File: src/rtl/cache_bus_arbiter_pkg.sv
// Purpose: shared types and constants for the cache-to-bridge arbiter.
// Latency: n/a (declarations only).
// Backpressure: n/a.
package cache_bus_arbiter_pkg;

    // Arbiter transaction phase.
    typedef enum logic [1:0] {
        IDLE = 2'd0,
        ADDR = 2'd1,
        DATA = 2'd2
    } arb_state_t;

    // Which cache owns the bridge port.
    typedef enum logic {
        OWN_I = 1'b0,
        OWN_D = 1'b1
    } owner_t;

    // sram-like transfer size encodings.
    localparam logic [1:0] SZ_B = 2'b00;
    localparam logic [1:0] SZ_H = 2'b01;
    localparam logic [1:0] SZ_W = 2'b10;

    // Starvation counter width; it covers limits 1..15.
    localparam int STARVE_W = 4;

    function automatic logic [STARVE_W-1:0] sat_inc(input logic [STARVE_W-1:0] v,
                                                    input logic [STARVE_W-1:0] lim);
        return (v >= lim) ? lim : v + 1'b1;
    endfunction

endpackage

File: src/rtl/cache_bus_arbiter_if.sv
// Purpose: one sram-like req/addr_ok/data_ok port carrying a single word.
// Latency: n/a (wiring only).
// Backpressure: req is held by the master until addr_ok; data_ok closes the transfer.
// Ports: req/wr/size/addr/wdata driven by master; rdata/addr_ok/data_ok driven by slave.
interface cache_bus_arbiter_if #(
    parameter int ADDR_W = 32,
    parameter int DATA_W = 32
);
    logic              req;
    logic              wr;
    logic [1:0]        size;
    logic [ADDR_W-1:0] addr;
    logic [DATA_W-1:0] wdata;
    logic [DATA_W-1:0] rdata;
    logic              addr_ok;
    logic              data_ok;

    modport master (
        output req, wr, size, addr, wdata,
        input  rdata, addr_ok, data_ok
    );

    modport slave (
        input  req, wr, size, addr, wdata,
        output rdata, addr_ok, data_ok
    );
endinterface

File: src/rtl/cache_bus_arbiter_pick.sv
// Purpose: chooses I or D for the next grant and tracks how long I has been starved.
// Latency: selection is combinational; the starvation count updates on address acceptance.
// Backpressure: none; the caller only samples sel while idle.
// Ports: clk/resetn; i_icache_req/i_dcache_req requests; i_i_acc/i_d_acc accept strobes; o_sel choice.
module cache_arb_pick
    import cache_bus_arbiter_pkg::*;
#(
    parameter int STARVE_LIMIT = 4,
    parameter bit D_PRIORITY   = 1'b1
) (
    input  logic   clk,
    input  logic   resetn,
    input  logic   i_icache_req,
    input  logic   i_dcache_req,
    input  logic   i_i_acc,
    input  logic   i_d_acc,
    output owner_t o_sel
);

    localparam logic [STARVE_W-1:0] LIMIT = STARVE_W'(STARVE_LIMIT);

    logic [STARVE_W-1:0] r_starve_cnt;
    logic                w_starved;

    assign w_starved = (r_starve_cnt == LIMIT);

    // With no request at all the choice rests on D, so the idle mux shows d_*.
    always_comb begin
        o_sel = OWN_D;
        if (i_icache_req && i_dcache_req) begin
            o_sel = (w_starved || !D_PRIORITY) ? OWN_I : OWN_D;
        end else if (i_icache_req) begin
            o_sel = OWN_I;
        end
    end

    // Only D grants made while I is actually waiting count towards starvation.
    always_ff @(posedge clk or negedge resetn) begin
        if (!resetn) begin
            r_starve_cnt <= '0;
        end else if (i_i_acc) begin
            r_starve_cnt <= '0;
        end else if (i_d_acc && i_icache_req) begin
            r_starve_cnt <= sat_inc(r_starve_cnt, LIMIT);
        end
    end

endmodule

File: src/rtl/cache_bus_arbiter.sv
// Purpose: shares the single sram-like bridge port between I-cache and D-cache, one transfer in flight.
// Latency: 0-cycle address phase when the bridge accepts at once; data path combinational; 1 bubble after data_ok.
// Backpressure: loser's req is simply left unacknowledged until the winner's data_ok; no preemption.
// Ports: clk, resetn; icache/dcache (slave side of cache ports); bridge (master side toward the AXI bridge).
module cache_bus_arbiter
    import cache_bus_arbiter_pkg::*;
#(
    parameter int ADDR_W       = 32,
    parameter int DATA_W       = 32,
    parameter int STARVE_LIMIT = 4,
    parameter bit D_PRIORITY   = 1'b1
) (
    input  logic                 clk,
    input  logic                 resetn,
    cache_bus_arbiter_if.slave   icache,
    cache_bus_arbiter_if.slave   dcache,
    cache_bus_arbiter_if.master  bridge
);

    arb_state_t        r_state;
    owner_t            r_owner;
    owner_t            w_sel;
    owner_t            w_own;
    logic              w_own_req;
    logic              w_req;
    logic              w_acc;
    logic              w_acc_i;
    logic              w_acc_d;
    logic              w_dok;
    logic              w_m_wr;
    logic [1:0]        w_m_size;
    logic [ADDR_W-1:0] w_m_addr;
    logic [DATA_W-1:0] w_m_wdata;
    logic [DATA_W-1:0] w_rdata;

    cache_arb_pick #(
        .STARVE_LIMIT (STARVE_LIMIT),
        .D_PRIORITY   (D_PRIORITY)
    ) u_pick (
        .clk          (clk),
        .resetn       (resetn),
        .i_icache_req (icache.req),
        .i_dcache_req (dcache.req),
        .i_i_acc      (w_acc_i),
        .i_d_acc      (w_acc_d),
        .o_sel        (w_sel)
    );

    // While idle the live selection drives the port; afterwards the locked owner does.
    assign w_own     = (r_state == IDLE) ? w_sel : r_owner;
    assign w_own_req = (w_own == OWN_D) ? dcache.req : icache.req;

    // No request is presented in DATA; resetn gates everything so outputs drop asynchronously.
    assign w_req   = resetn && (r_state != DATA) && w_own_req;
    assign w_acc   = w_req && bridge.addr_ok;
    assign w_acc_i = w_acc && (w_own == OWN_I);
    assign w_acc_d = w_acc && (w_own == OWN_D);
    assign w_dok   = (r_state == DATA) && bridge.data_ok;

    always_comb begin
        w_m_wr    = 1'b0;
        w_m_size  = '0;
        w_m_addr  = '0;
        w_m_wdata = '0;
        if (resetn) begin
            if (w_own == OWN_D) begin
                w_m_wr    = dcache.wr;
                w_m_size  = dcache.size;
                w_m_addr  = dcache.addr;
                w_m_wdata = dcache.wdata;
            end else begin
                w_m_wr    = icache.wr;
                w_m_size  = icache.size;
                w_m_addr  = icache.addr;
                w_m_wdata = icache.wdata;
            end
        end
    end

    assign w_rdata = resetn ? bridge.rdata : '0;

    assign bridge.req   = w_req;
    assign bridge.wr    = w_m_wr;
    assign bridge.size  = w_m_size;
    assign bridge.addr  = w_m_addr;
    assign bridge.wdata = w_m_wdata;

    assign icache.addr_ok = w_acc_i;
    assign dcache.addr_ok = w_acc_d;
    assign icache.data_ok = w_dok && (r_owner == OWN_I);
    assign dcache.data_ok = w_dok && (r_owner == OWN_D);
    assign icache.rdata   = w_rdata;
    assign dcache.rdata   = w_rdata;

    always_ff @(posedge clk or negedge resetn) begin
        if (!resetn) begin
            r_state <= IDLE;
            r_owner <= OWN_D;
        end else begin
            case (r_state)
                IDLE: begin
                    if (w_acc) begin
                        r_state <= DATA;
                        r_owner <= w_sel;
                    end else if (w_req) begin
                        r_state <= ADDR;
                        r_owner <= w_sel;
                    end
                end
                ADDR: begin
                    // Owner withdrawing its request aborts the grant without an addr_ok.
                    if (!w_own_req) begin
                        r_state <= IDLE;
                    end else if (bridge.addr_ok) begin
                        r_state <= DATA;
                    end
                end
                DATA: begin
                    if (bridge.data_ok) begin
                        r_state <= IDLE;
                    end
                end
                default: r_state <= IDLE;
            endcase
        end
    end

endmodule

File: src/flat_wrapper.sv
// flat-port wrapper written by rule: the top's interface ports become plain ports
module cache_bus_arbiter_flat import cache_bus_arbiter_pkg::*;
#(
    parameter int ADDR_W       = 32,
    parameter int DATA_W       = 32,
    parameter int STARVE_LIMIT = 4,
    parameter bit D_PRIORITY   = 1'b1
)
  (clk, resetn, icache_req, icache_wr, icache_size, icache_addr, icache_wdata, icache_rdata, icache_addr_ok, icache_data_ok, dcache_req, dcache_wr, dcache_size, dcache_addr, dcache_wdata, dcache_rdata, dcache_addr_ok, dcache_data_ok, bridge_req, bridge_wr, bridge_size, bridge_addr, bridge_wdata, bridge_rdata, bridge_addr_ok, bridge_data_ok);
  cache_bus_arbiter_if #(.ADDR_W(ADDR_W), .DATA_W(DATA_W)) icache_i ();
  cache_bus_arbiter_if #(.ADDR_W(ADDR_W), .DATA_W(DATA_W)) dcache_i ();
  cache_bus_arbiter_if #(.ADDR_W(ADDR_W), .DATA_W(DATA_W)) bridge_i ();
  input  logic clk;
  input  logic resetn;
  input wire logic [$bits(icache_i.req)-1:0] icache_req;
  input wire logic [$bits(icache_i.wr)-1:0] icache_wr;
  input wire logic [$bits(icache_i.size)-1:0] icache_size;
  input wire logic [$bits(icache_i.addr)-1:0] icache_addr;
  input wire logic [$bits(icache_i.wdata)-1:0] icache_wdata;
  output wire logic [$bits(icache_i.rdata)-1:0] icache_rdata;
  output wire logic [$bits(icache_i.addr_ok)-1:0] icache_addr_ok;
  output wire logic [$bits(icache_i.data_ok)-1:0] icache_data_ok;
  input wire logic [$bits(dcache_i.req)-1:0] dcache_req;
  input wire logic [$bits(dcache_i.wr)-1:0] dcache_wr;
  input wire logic [$bits(dcache_i.size)-1:0] dcache_size;
  input wire logic [$bits(dcache_i.addr)-1:0] dcache_addr;
  input wire logic [$bits(dcache_i.wdata)-1:0] dcache_wdata;
  output wire logic [$bits(dcache_i.rdata)-1:0] dcache_rdata;
  output wire logic [$bits(dcache_i.addr_ok)-1:0] dcache_addr_ok;
  output wire logic [$bits(dcache_i.data_ok)-1:0] dcache_data_ok;
  output wire logic [$bits(bridge_i.req)-1:0] bridge_req;
  output wire logic [$bits(bridge_i.wr)-1:0] bridge_wr;
  output wire logic [$bits(bridge_i.size)-1:0] bridge_size;
  output wire logic [$bits(bridge_i.addr)-1:0] bridge_addr;
  output wire logic [$bits(bridge_i.wdata)-1:0] bridge_wdata;
  input wire logic [$bits(bridge_i.rdata)-1:0] bridge_rdata;
  input wire logic [$bits(bridge_i.addr_ok)-1:0] bridge_addr_ok;
  input wire logic [$bits(bridge_i.data_ok)-1:0] bridge_data_ok;
  assign icache_i.req = icache_req;
  assign icache_i.wr = icache_wr;
  assign icache_i.size = icache_size;
  assign icache_i.addr = icache_addr;
  assign icache_i.wdata = icache_wdata;
  assign icache_rdata = icache_i.rdata;
  assign icache_addr_ok = icache_i.addr_ok;
  assign icache_data_ok = icache_i.data_ok;
  assign dcache_i.req = dcache_req;
  assign dcache_i.wr = dcache_wr;
  assign dcache_i.size = dcache_size;
  assign dcache_i.addr = dcache_addr;
  assign dcache_i.wdata = dcache_wdata;
  assign dcache_rdata = dcache_i.rdata;
  assign dcache_addr_ok = dcache_i.addr_ok;
  assign dcache_data_ok = dcache_i.data_ok;
  assign bridge_req = bridge_i.req;
  assign bridge_wr = bridge_i.wr;
  assign bridge_size = bridge_i.size;
  assign bridge_addr = bridge_i.addr;
  assign bridge_wdata = bridge_i.wdata;
  assign bridge_i.rdata = bridge_rdata;
  assign bridge_i.addr_ok = bridge_addr_ok;
  assign bridge_i.data_ok = bridge_data_ok;
  cache_bus_arbiter #(.ADDR_W(ADDR_W), .DATA_W(DATA_W), .STARVE_LIMIT(STARVE_LIMIT), .D_PRIORITY(D_PRIORITY)) u_core (.clk(clk), .resetn(resetn), .icache(icache_i), .dcache(dcache_i), .bridge(bridge_i));
endmodule
File: config.mk
export PLATFORM = sky130hd
export DESIGN_NAME = cache_bus_arbiter_flat
export DESIGN_NICKNAME = d
export VERILOG_FILES = /design/src/rtl/cache_bus_arbiter_pkg.sv /design/src/rtl/cache_bus_arbiter_if.sv /design/src/rtl/cache_bus_arbiter_pick.sv /design/src/rtl/cache_bus_arbiter.sv /design/src/flat_wrapper.sv
export SDC_FILE = /design/constraint.sdc
export NUM_CORES = 1
export LEC_CHECK = 0
export BUFFER_PORTS_ARGS = -buffer_cell sky130_fd_sc_hd__buf_2
export CAP_MARGIN = 20
export CELL_PAD_IN_SITES_DETAIL_PLACEMENT = 1
export CELL_PAD_IN_SITES_GLOBAL_PLACEMENT = 1
export CORE_AREA = 2 2 121 123
export CTS_BUF_LIST = sky130_fd_sc_hd__clkbuf_4
export DETAILED_ROUTE_END_ITERATION = 10
export DIE_AREA = 0 0 123 125
export PLACE_DENSITY = 0.82
export SLEW_MARGIN = 20
export SYNTH_ARGS = -nofsm -noshare
export SYNTH_HDL_FRONTEND = slang
export SYNTH_SLANG_ARGS = --single-unit
export TNS_END_PERCENT = 100
File: constraint.sdc
create_clock -name clk -period 2.1 [get_ports clk]
set_clock_uncertainty 0.15 [all_clocks]
set_input_delay 0.21 -clock clk [delete_from_list [all_inputs] [get_ports clk]]
set_output_delay 0.21 -clock clk [all_outputs]
set_load 0.05 [all_outputs]
**Word level (Yosys, flattened, before mapping)**

Cells that the tools add are included.

- Bits in registers: 7
- Bits of input ports: 172
- Output and inout bits: 136

- Magnitude comparators: 1
- Reductions and logical operators: 15
- Bitwise gates (word level): 2
- Add/subtract/negate cells: 1
- Equal/unequal tests: 7
- Muxes and demuxes: 25

Operators by type and width:

| kind | number |
|---|---|
| 32-bit two-way mux | 5 |
| 2-bit two-way mux | 7 |
| 4-bit two-way mux | 3 |
| 1-bit logical AND | 10 |
| 1-bit two-way mux | 9 |
| 2-bit case mux with 3 select lines | 1 |
| 4-bit by 1-bit adder with 4-bit output (second input constant) | 1 |
| 4-bit by 3-bit equality test with 1-bit output (second input constant) | 1 |
| 4-bit by 3-bit greater-or-equal comparator with 1-bit output (second input constant) | 1 |
| 2-bit != test (second input constant) | 2 |
| 2-bit nonzero test | 2 |
| 3-bit by 1-bit != test with 1-bit output (second input constant) | 1 |
| 3-bit != test (second input constant) | 1 |
| 3-bit AND reduction | 1 |
| 2-bit by 1-bit equality test with 1-bit output (second input constant) | 1 |
| 2-bit equality test (second input constant) | 1 |
| 2-bit logical NOT | 1 |
| 1-bit NOT | 2 |
| 2-bit AND reduction | 1 |

**Depth between registers and ports, before layout**

Gate-level depths: netlist (run 1).

- Depth after elaboration: 11
- Gate-level depth with buffers: 7

**Cells and area by module**

Synthesis (run 1) repeated with hierarchy kept, for this count alone.

- Cells, all modules: 334
- Area total of the unflattened synthesis: 2,053.2 um^2

Modules (own cells, without submodules):

| module | times used | area each (um^2) | cells an instance |
|---|---|---|---|
| cache_bus_arbiter | 1 | 1,823.0 | 312 |
| cache_arb_pick | 1 | 230.2 | 22 |

**Worst setup path after synthesis (run 1)**

Ideal clock, no wire load.

- Path type: register -> output
- From: reg u_core.r_state[0]
- To: out dcache_addr_ok
- Data arrival time: 2.832 ns
- Stages on the path, launching flop included: 7
- Slack: -1.092 ns
- Cells stage by stage: dfrtp_1 buf_6 nor3b_1 a211o_1 buf_2 buf_6 nor4b_1

- Cells in the longest elaborated chain, start to end: 6
- Elaborated cells on any way between the ends: 8
- Classes of those cells: 1 x eq/ne; 2 x mux; 5 x reduce/logical

Ends and longest elaborated chain:

| item | line | source |
|---|---|---|
| start, declared | cache_bus_arbiter.sv:20 | `arb_state_t r_state;` |
| start signal, assigned | cache_bus_arbiter.sv:97 | `r_state <= IDLE;` |
| start signal, assigned | cache_bus_arbiter.sv:103 | `r_state <= DATA;` |
| start signal, assigned | cache_bus_arbiter.sv:106 | `r_state <= ADDR;` |
| 2-bit logical NOT | cache_bus_arbiter.sv:50 | `assign w_own = (r_state == IDLE) ? w_sel : r_owner;` |
| 1-bit two-way mux | cache_bus_arbiter.sv:50 |  |
| 1-bit two-way mux | cache_bus_arbiter.sv:51 | `assign w_own_req = (w_own == OWN_D) ? dcache.req : icache.req;` |
| 1-bit logical AND | cache_bus_arbiter.sv:54 | `assign w_req = resetn && (r_state != DATA) && w_own_req;` |
| 1-bit logical AND | cache_bus_arbiter.sv:55 | `assign w_acc = w_req && bridge.addr_ok;` |
| 1-bit logical AND (*) | cache_bus_arbiter.sv:57 | `assign w_acc_d = w_acc && (w_own == OWN_D);` |
| end, declared | flat_wrapper.sv:29 | `output wire logic [$bits(dcache_i.addr_ok)-1:0] dcache_addr_ok;` |

Every way passes the cells marked *; elsewhere a longest branch is shown, timed or not.

**Worst setup path in the final report (run 1)**

- From: reg u_core.u_pick.r_starve_cnt[0]
- To: out bridge_wdata[22]

- Cells in the longest elaborated chain, start to end: 6

Ends and longest elaborated chain:

| item | line | source |
|---|---|---|
| start, declared | cache_bus_arbiter_pick.sv:22 | `logic [STARVE_W-1:0] r_starve_cnt;` |
| start signal, assigned | cache_bus_arbiter_pick.sv:44 | `r_starve_cnt <= sat_inc(r_starve_cnt, LIMIT);` |
| 4-bit by 3-bit equality test with 1-bit output | cache_bus_arbiter_pick.sv:25 | `assign w_starved = (r_starve_cnt == LIMIT);` |
| 1-bit two-way mux | cache_bus_arbiter_pick.sv:31 | `o_sel = (w_starved \|\| !D_PRIORITY) ? OWN_I : OWN_D;` |
| 1-bit two-way mux | cache_bus_arbiter_pick.sv:30 | `if (i_icache_req && i_dcache_req) begin` |
| 1-bit two-way mux | cache_bus_arbiter.sv:50 |  |
| 32-bit two-way mux | cache_bus_arbiter.sv:66 | `if (w_own == OWN_D) begin` |
| 32-bit two-way mux | cache_bus_arbiter.sv:65 | `if (resetn) begin` |
| end, declared | flat_wrapper.sv:35 | `output wire logic [$bits(bridge_i.wdata)-1:0] bridge_wdata;` |

No other way between the ends.

==> results.tsv, run 1 <==
metric	value	unit
outcome	finished, violations left	
violations in the final reports	negative setup slack	
worst skew pair latency	0.26	ns
global routing usage on met2	30.1	%
Reg2Reg Capture Point	u_core.u_pick.r_starve_cnt[2]$_DFFE_PN0P_	
arrival time at the worst endpoint	2.08	ns
final period utilization	116	%
critical path, cell by cell	inv_2 -> ha_4 -> nand3b_1 -> a211o_4 -> buf_16 -> mux2i_2 -> buf_6	
post-route antenna net violation count	0	
setup slack of the critical path after layout	-0.342	ns
number of antenna violations at the first check in global routing	0	
Max Clk Rate	409	MHz
leading post-synthesis cells by cell area	sky130_fd_sc_hd__mux2i_1, sky130_fd_sc_hd__nand2_1, sky130_fd_sc_hd__buf_4	
post-layout utilization of the core	34.3	%
instance count of the mapped netlist	341	
flop2flop setup slack	0.10	ns
initial cell density of the core	15.5	%
Final setup viols	69	
first-pass iteration count of the detailed router	4	
number of inserted diodes	0	
peak supply drop	437	uV
die outline height	125	um
launch point of the worst path	u_core.u_pick.r_starve_cnt[0]$_DFFE_PN0P_	
number of failing hold endpoints at the final stage	0	
count of warnings emitted by yosys	0	
Crit path required time	1.74	ns
I/O pin count	308	
critical path's largest stage delay	0.43	ns
end point of the critical path	bridge_wdata[22]	
part of the power in the clock network	3.2	%
Netlist Area Pre-Place	0.00220	mm2
power density relative to cell area	839	mW/mm2
Yosys cell types	32	
share of power burned in registers	5.4	%
busiest metal layer after global routing	met2	
sequential area share after synthesis	8.01	%
slew at the pin closest to its max-slew limit	0.288	ns
time the worst path needs with I/O delays and setup	2.44	ns
maximum number of buffers from clock root to sink	2	
Internal Dissipation	1.82	mW
signed area change from the synthesized netlist to the final layout	121	%
overall die area	0.0154	mm2
total routing resource utilization after global routing	14.4	%
net switching power of the design	2.27	mW
Max Cap Viol	0	
# nets final	794	
most common library cells after synthesis	sky130_fd_sc_hd__nand2_1, sky130_fd_sc_hd__mux2i_1, sky130_fd_sc_hd__and2_1	
placed cell area	0.00427	mm2
wire length reported by the detailed router	11.7	mm
Leak	2.54	nW
RSZ-0062 raised after global routing	yes	
portion of total power attributed to combinational logic	91.4	%
net switching fraction of the power	55.5	%
placeable core region	0.0142	mm2
Clock H-tree levels	1	
CP max-delay cell	sky130_fd_sc_hd__a211o_4	
buffers added on ports	307	
synthesized flop and latch total	7	
horizontal die dimension	123	um
Max FO, Critical Path	20	
library cell occupying the most area in the post-synthesis netlist	sky130_fd_sc_hd__mux2i_1	
number of nets in the synthesized netlist	515	
half-perimeter wire length after placement	9.38	mm
detail-routed net length per standard cell	14.5	um
drt first-iter violations	37	
routability-driven placement congestion ratio	0.772	
wire length of the first global-routing pass	17.6	mm
sinks on the clock net	7	
overflow left after global routing	0	
share of the synthesized area in the top cell type	31.4	%
worst r2r src	u_core.u_pick.r_starve_cnt[0]$_DFFE_PN0P_	
average cell area after synthesis	6.46	um2
met3 track demand over resource in global routing	4.33	%
Top FF cell, synth	sky130_fd_sc_hd__dfrtp_1	
mean number of vias per cell	4.22	
clock tree root buffer cell	sky130_fd_sc_hd__clkbuf_4	
path depth of the worst reg2reg path	6	
post-synthesis async set-or-reset flop share	100	%
fraction of final layout cells with drive strength greater than 1	67.0	%
TritonCTS clock tree	done	
maximum number of pins on one net before global-route repair	66	
max-slew violation count	0	
critical path startpoint category	flip-flop	
most frequent cell after synthesis	sky130_fd_sc_hd__nand2_1	
worst max-slew margin expressed relative to the limit	80.8	%
number of synthesized flops with an enable pin	0	
global routing met1 resource utilization	12.8	%
type of the tightest min-delay check	in -> reg	
Post-route DRC	0	
CP Capture Type	output port	
Via Count	3390	
number of cell rows	44	
clock transition at the registers of the reported paths	0.06	ns
area of all placed cells without fillers	0.00487	mm2
critical path class	reg -> out	
CTS Buf Count	3	
via count of the first global-routing pass	3621	
how the worst min path moves through the flow:
| stage | from | endpoint | slack, ns | depth (start not counted) |
|---|---|---|---|---|
| global route | bridge_data_ok | u_core.r_state[1]$_DFFE_PN0P_ | 0.02 | 2 |
| global placement | resetn | u_core.u_pick.r_starve_cnt[0]$_DFFE_PN0P_ | -0.06 | 1 |
| finish | bridge_data_ok | u_core.r_state[1]$_DFFE_PN0P_ | 0.004 | 2 |
| floorplan | resetn | u_core.r_state[0]$_DFFE_PN0P_ | -0.24 | 0 |
| detailed placement | resetn | u_core.u_pick.r_starve_cnt[1]$_DFFE_PN0P_ | -0.06 | 1 |
| CTS | bridge_data_ok | u_core.r_state[1]$_DFFE_PN0P_ | 0.0007 | 2 |
through the flow:
step | hold WS (ns) | power (mW) | setup slack (ns) | TNS, ns | cells
2_1_floorplan | -0.236 | 2.70 | -0.203 | -10.63 | 341
3_3_place_gp | -0.0572 | 3.37 | -0.0840 | -2.86 | 792
3_5_place_dp | -0.0560 | 3.41 | -0.171 | -7.71 | 792
4_1_cts | 0.000681 | 4.05 | -0.347 | -21.76 | 802
5_1_grt | 0.0154 | 4.29 | -0.412 | -25.89 | 803
6_report | 0.00415 | 4.09 | -0.342 | -20.58 | 803
worst max-delay path, delay by kind of cell, from the launching register on:
family          cells  cell delay [ns]
fa+ha+maj           1             0.13
compound gates      1             0.43
flops               1             0.39
buf+inv             3             0.49
simple gates        1             0.12
mux                 1             0.23
power by group through the flow:
stage / Clock, mW / Sequential [mW] / Combinational [mW]
final: 0.131 / 0.221 / 3.73
after floorplan: 0 / 0.216 / 2.49
after detailed placement: 0 / 0.222 / 3.19
after global placement: 0 / 0.217 / 3.15
after CTS: 0.138 / 0.219 / 3.69
after global routing: 0.144 / 0.228 / 3.92
layout make-up:
class                           count  area (um2)
Clock buffer                        3        22.5
Timing Repair Buffer              334        2260
Sequential cell                     7         176
Tap cell                          184         230
Multi-Input combinational cell    270        2160
Clock inverter                      1        5.00
Inverter                            4        15.0
Fill cell                        1788        9330
cell usage in the layout (no fill, tap or decap), types with 2 or more instances in the layout:
| master | instances |
|---|---|
| sky130_fd_sc_hd__and2_1 | 32 |
| sky130_fd_sc_hd__nor3b_2 | 2 |
| sky130_fd_sc_hd__mux2i_4 | 23 |
| sky130_fd_sc_hd__clkbuf_4 | 3 |
| sky130_fd_sc_hd__buf_16 | 2 |
| sky130_fd_sc_hd__nor2_1 | 5 |
| sky130_fd_sc_hd__buf_6 | 67 |
| sky130_fd_sc_hd__and2_2 | 2 |
| sky130_fd_sc_hd__nand2_1 | 135 |
| sky130_fd_sc_hd__buf_12 | 4 |
| sky130_fd_sc_hd__nand2b_1 | 2 |
| sky130_fd_sc_hd__buf_2 | 237 |
| sky130_fd_sc_hd__inv_2 | 2 |
| sky130_fd_sc_hd__nor3_1 | 2 |
| sky130_fd_sc_hd__mux2i_1 | 2 |
| sky130_fd_sc_hd__buf_4 | 22 |
| sky130_fd_sc_hd__dlygate4sd3_1 | 2 |
| sky130_fd_sc_hd__o211ai_1 | 3 |
| sky130_fd_sc_hd__inv_1 | 2 |
| sky130_fd_sc_hd__dfrtp_1 | 6 |
| sky130_fd_sc_hd__nand3b_1 | 2 |
| sky130_fd_sc_hd__mux2i_2 | 44 |
logic make-up (layout without fill, tap and decap cells):
kind of cell             after synthesis  after routing  synth area share [%]
multiplexers                          69             69                  31.4
AO/OA/AOI/OAI                         12             12                  4.49
AND/OR/NAND/NOR                      187            187                  37.6
adder cells (fa/ha/maj)                2              2                  1.14
flip-flops                             7              7                  8.01
buffers and inverters                 64            342                  17.4
layer usage:
layer	share of wire, %	vias up
met3	11	17
met2	57	203
li1	-	1639
met5	0	-
met4	1.7	0
met1	30	1531
timing repair:
| action | in CTS | in global routing |
|---|---|---|
| pin swaps | 3 | 1 |
| endpoints found under the hold margin | 7 | 0 |
| hold buffers | 2 | 0 |
| buffers inserted | 3 | 1 |
| setup endpoints to repair | 69 | 70 |
| resized for setup | 139 | 8 |
| cloned | 1 | 0 |
state kept, by name, summed over array words and instances, names as in the netlist:
name	flops
u_core.u_pick.r_starve_cnt	4
u_core.r_owner	1
u_core.r_state	2
(Power assumes the default switching activity.)
==> run 2, diff against run 1 <==
- clock period: 2.1 -> 2.79 ns (I/O delays scaled with it)
==> run 2 against run 1 <==
  * Hold slack gained 0.038 ns
  * Setup slack gained 0.50 ns
  * Register-to-register slack gained 0.62 ns
  * Final cell count shrank 2.5%
  * The run now ends clean
  * Critical path type unchanged
  * Sequential cell count is the same
  * Sequential power shrank 22%
  * Sequential share of layout area grew 1.1 points
  * Highest routed layer is now met5
  * Critical endpoint is now bridge_wdata[15]
  * Non-clock buffer count shrank 21
  * Cell area shrank 23%
  * Combinational power shrank 47%
  * Global-route usage shrank 1.6 points
  * Count of clock-buffer cells in the layout grew 1
==> results.tsv, run 2 (same netlist as run 1, synthesis figures left out) <==
metric	value	unit	change
outcome	finished clean		
clock transition at the registers of the reported paths	0.06	ns	about the same
maximum number of buffers from clock root to sink	2		unchanged
placed cell area	0.00372	mm2	-13%
Post-route DRC	0		unchanged
arrival time at the worst endpoint	2.20	ns	+0.12 ns
time the worst path needs with I/O delays and setup	2.63	ns	
# nets final	773		-2.6%
Clock H-tree levels	1		unchanged
commonest cells after routing, fill and taps aside	sky130_fd_sc_hd__buf_2, sky130_fd_sc_hd__nand2_1, sky130_fd_sc_hd__mux2i_1		
Max FO, Critical Path	36		+80%
overall die area	0.0154	mm2	unchanged
worst max-slew margin expressed relative to the limit	61.8	%	-19 points
number of antenna violations at the first check in global routing	2		+2
portion of total power attributed to combinational logic	87.7	%	-3.7 points
register name with the most flops	u_core.u_pick.r_starve_cnt		
net switching fraction of the power	64.7	%	+9.2 points
CP max-delay cell	sky130_fd_sc_hd__a211o_4		
overflow left after global routing	0		unchanged
share of power burned in registers	7.6	%	+2.2 points
Max Cap Viol	0		unchanged
number of cell rows	44		unchanged
hold-fix buffer count after cts	0		-2
multi-input combinational cell area	0.00167	mm2	-23%
sinks on the clock net	7		unchanged
mean number of vias per cell	4.14		-2.0%
half-perimeter wire length after placement	9.59	mm	+2.2%
area of all placed cells without fillers	0.00376	mm2	-23%
I/O pin count	308		unchanged
setup_tns	0	ns	+20.58 ns
power density relative to cell area	598	mW/mm2	-29%
initial cell density of the core	15.5	%	unchanged
buffers added on ports	307		unchanged
wire length reported by the detailed router	10.9	mm	-6.9%
Final setup viols	0		-100%
post-route antenna net violation count	0		unchanged
RSZ-0062 raised after global routing	no		
Hold WS	0.0422	ns	+0.0380 ns
net switching power of the design	1.45	mW	-36%
first-pass iteration count of the detailed router	4		unchanged
horizontal die dimension	123	um	unchanged
via count of the first global-routing pass	3161		-13%
signed area change from the synthesized netlist to the final layout	70.7	%	
Largest register FFs	4		unchanged
combined flip-flop and latch cell area	176	um2	unchanged
Largest regs	u_core.u_pick.r_starve_cnt x4, u_core.r_state x2, u_core.r_owner x1		
detail-routed net length per standard cell	13.9	um	-4.5%
CTS Buf Count	3		unchanged
final cell count without fillers	783		-2.5%
slew at the pin closest to its max-slew limit	0.573	ns	+0.286 ns
type of the tightest min-delay check	in -> async		
critical path's largest stage delay	0.45	ns	+0.02 ns
critical path startpoint category	flip-flop		
TritonCTS clock tree	done		
number of failing hold endpoints at the final stage	0		unchanged
routability-driven placement congestion ratio	0.746		-3.4%
number of placed cells counting well taps	778		-1.8%
total routing resource utilization after global routing	12.8	%	-1.6 points
worst skew pair latency	0.26	ns	about the same
maximum number of pins on one net before global-route repair	73		+11%
total of fill cells in the finished design	1858		+3.9%
fraction of final layout cells with drive strength greater than 1	53.8	%	-13 points
critical path class	reg -> out		
Max Clk Rate	381	MHz	
part of the power in the clock network	4.7	%	+1.5 points
CP Capture Type	output port		
delay-heaviest family, CP	buffers and inverters		
clock tree root buffer cell	sky130_fd_sc_hd__clkbuf_4		
Leak	2.46	nW	-3.1%
commonest non-fill, non-tap cell in the layout	sky130_fd_sc_hd__buf_2		
Via Count	3239		-4.5%
peak supply drop	346	uV	-21%
wire length of the first global-routing pass	15.7	mm	-11%
drt first-iter violations	50		+35%
final period utilization	94.2	%	
Internal Dissipation	0.792	mW	-56%
placeable core region	0.0142	mm2	unchanged
die outline height	125	um	unchanged
max-slew violation count	0		unchanged
Crit path required time	2.36	ns	+0.62 ns
count of buffering cells on the critical path with inverters included	3		unchanged
critical path, cell by cell	inv_1 -> ha_1 -> nand3b_1 -> a211o_4 -> buf_12 -> mux2i_1 -> clkbuf_4		
-- run 2: changes by cell type in the layout (fill, tap and decap cells not counted), moves of 19 or more --
cell and delta:
sky130_fd_sc_hd__mux2i_4 -23, sky130_fd_sc_hd__buf_2 +68, sky130_fd_sc_hd__buf_6 -67, sky130_fd_sc_hd__buf_4 -19
sky130_fd_sc_hd__mux2i_2 -44, sky130_fd_sc_hd__mux2i_1 +67
-- run 2: power by group through the flow --
stage | Clock [mW] | Sequential, mW | Combinational (mW)
2_1_floorplan | 0 | 0.160 | 1.53
3_3_place_gp | 0 | 0.169 | 1.97
3_5_place_dp | 0 | 0.173 | 1.99
4_1_cts | 0.109 | 0.171 | 1.99
5_1_grt | 0.115 | 0.176 | 2.08
6_report | 0.105 | 0.172 | 1.97
-- run 2: metal layers --
metal	part of all wire [%]	track usage (%)	vias to the layer above
met5	0.11	0	-
met4	1.2	2.54	2
met3	12	3.38	10
met2	50	24.5	192
met1	37	13.9	1437
li1	-	-	1598
-- run 2: final timing paths --
path	start	endpoint	slack, ns	cells past startpoint
max reg2reg	u_core.u_pick.r_starve_cnt[0]$_DFFE_PN0P_	u_core.u_pick.r_starve_cnt[2]$_DFFE_PN0P_	0.72	6
min in group clk	bridge_data_ok	u_core.r_state[1]$_DFFE_PN0P_	0.08	2
max in group asynchronous	resetn	u_core.r_owner$_DFFE_PN1P_	2.23	2
min reg2reg	u_core.u_pick.r_starve_cnt[3]$_DFFE_PN0P_	u_core.u_pick.r_starve_cnt[3]$_DFFE_PN0P_	0.39	1
min	resetn	u_core.u_pick.r_starve_cnt[2]$_DFFE_PN0P_	0.04	2
max	u_core.u_pick.r_starve_cnt[0]$_DFFE_PN0P_	bridge_wdata[15]	0.16	7
-- run 2: final cells by class --
class | count | area share [%]
well taps | 184 | 6.13
diodes | 1 | 0.0666
multi-input cells | 270 | 44.4
inverters | 4 | 0.399
flip-flops and latches | 7 | 4.69
clock buffers | 4 | 0.799
repair buffers | 313 | 43.5
-- run 2: stage by stage --
step                      util (%)  total power [mW]  worst slack [ns]
after floorplan                  -              1.69             0.144
final                         26.5              2.25             0.163
after CTS                     26.4              2.27            0.0166
after global placement        26.2              2.14             0.337
after detailed placement      26.2              2.16             0.301
after global routing          26.4              2.37            0.0278
-- run 2: repair_timing --
action                                  CTS  global route
buffers inserted                          0             0
hold endpoints to repair                  0             0
endpoints found under the setup margin    0            41
gates resized for setup                   0             2
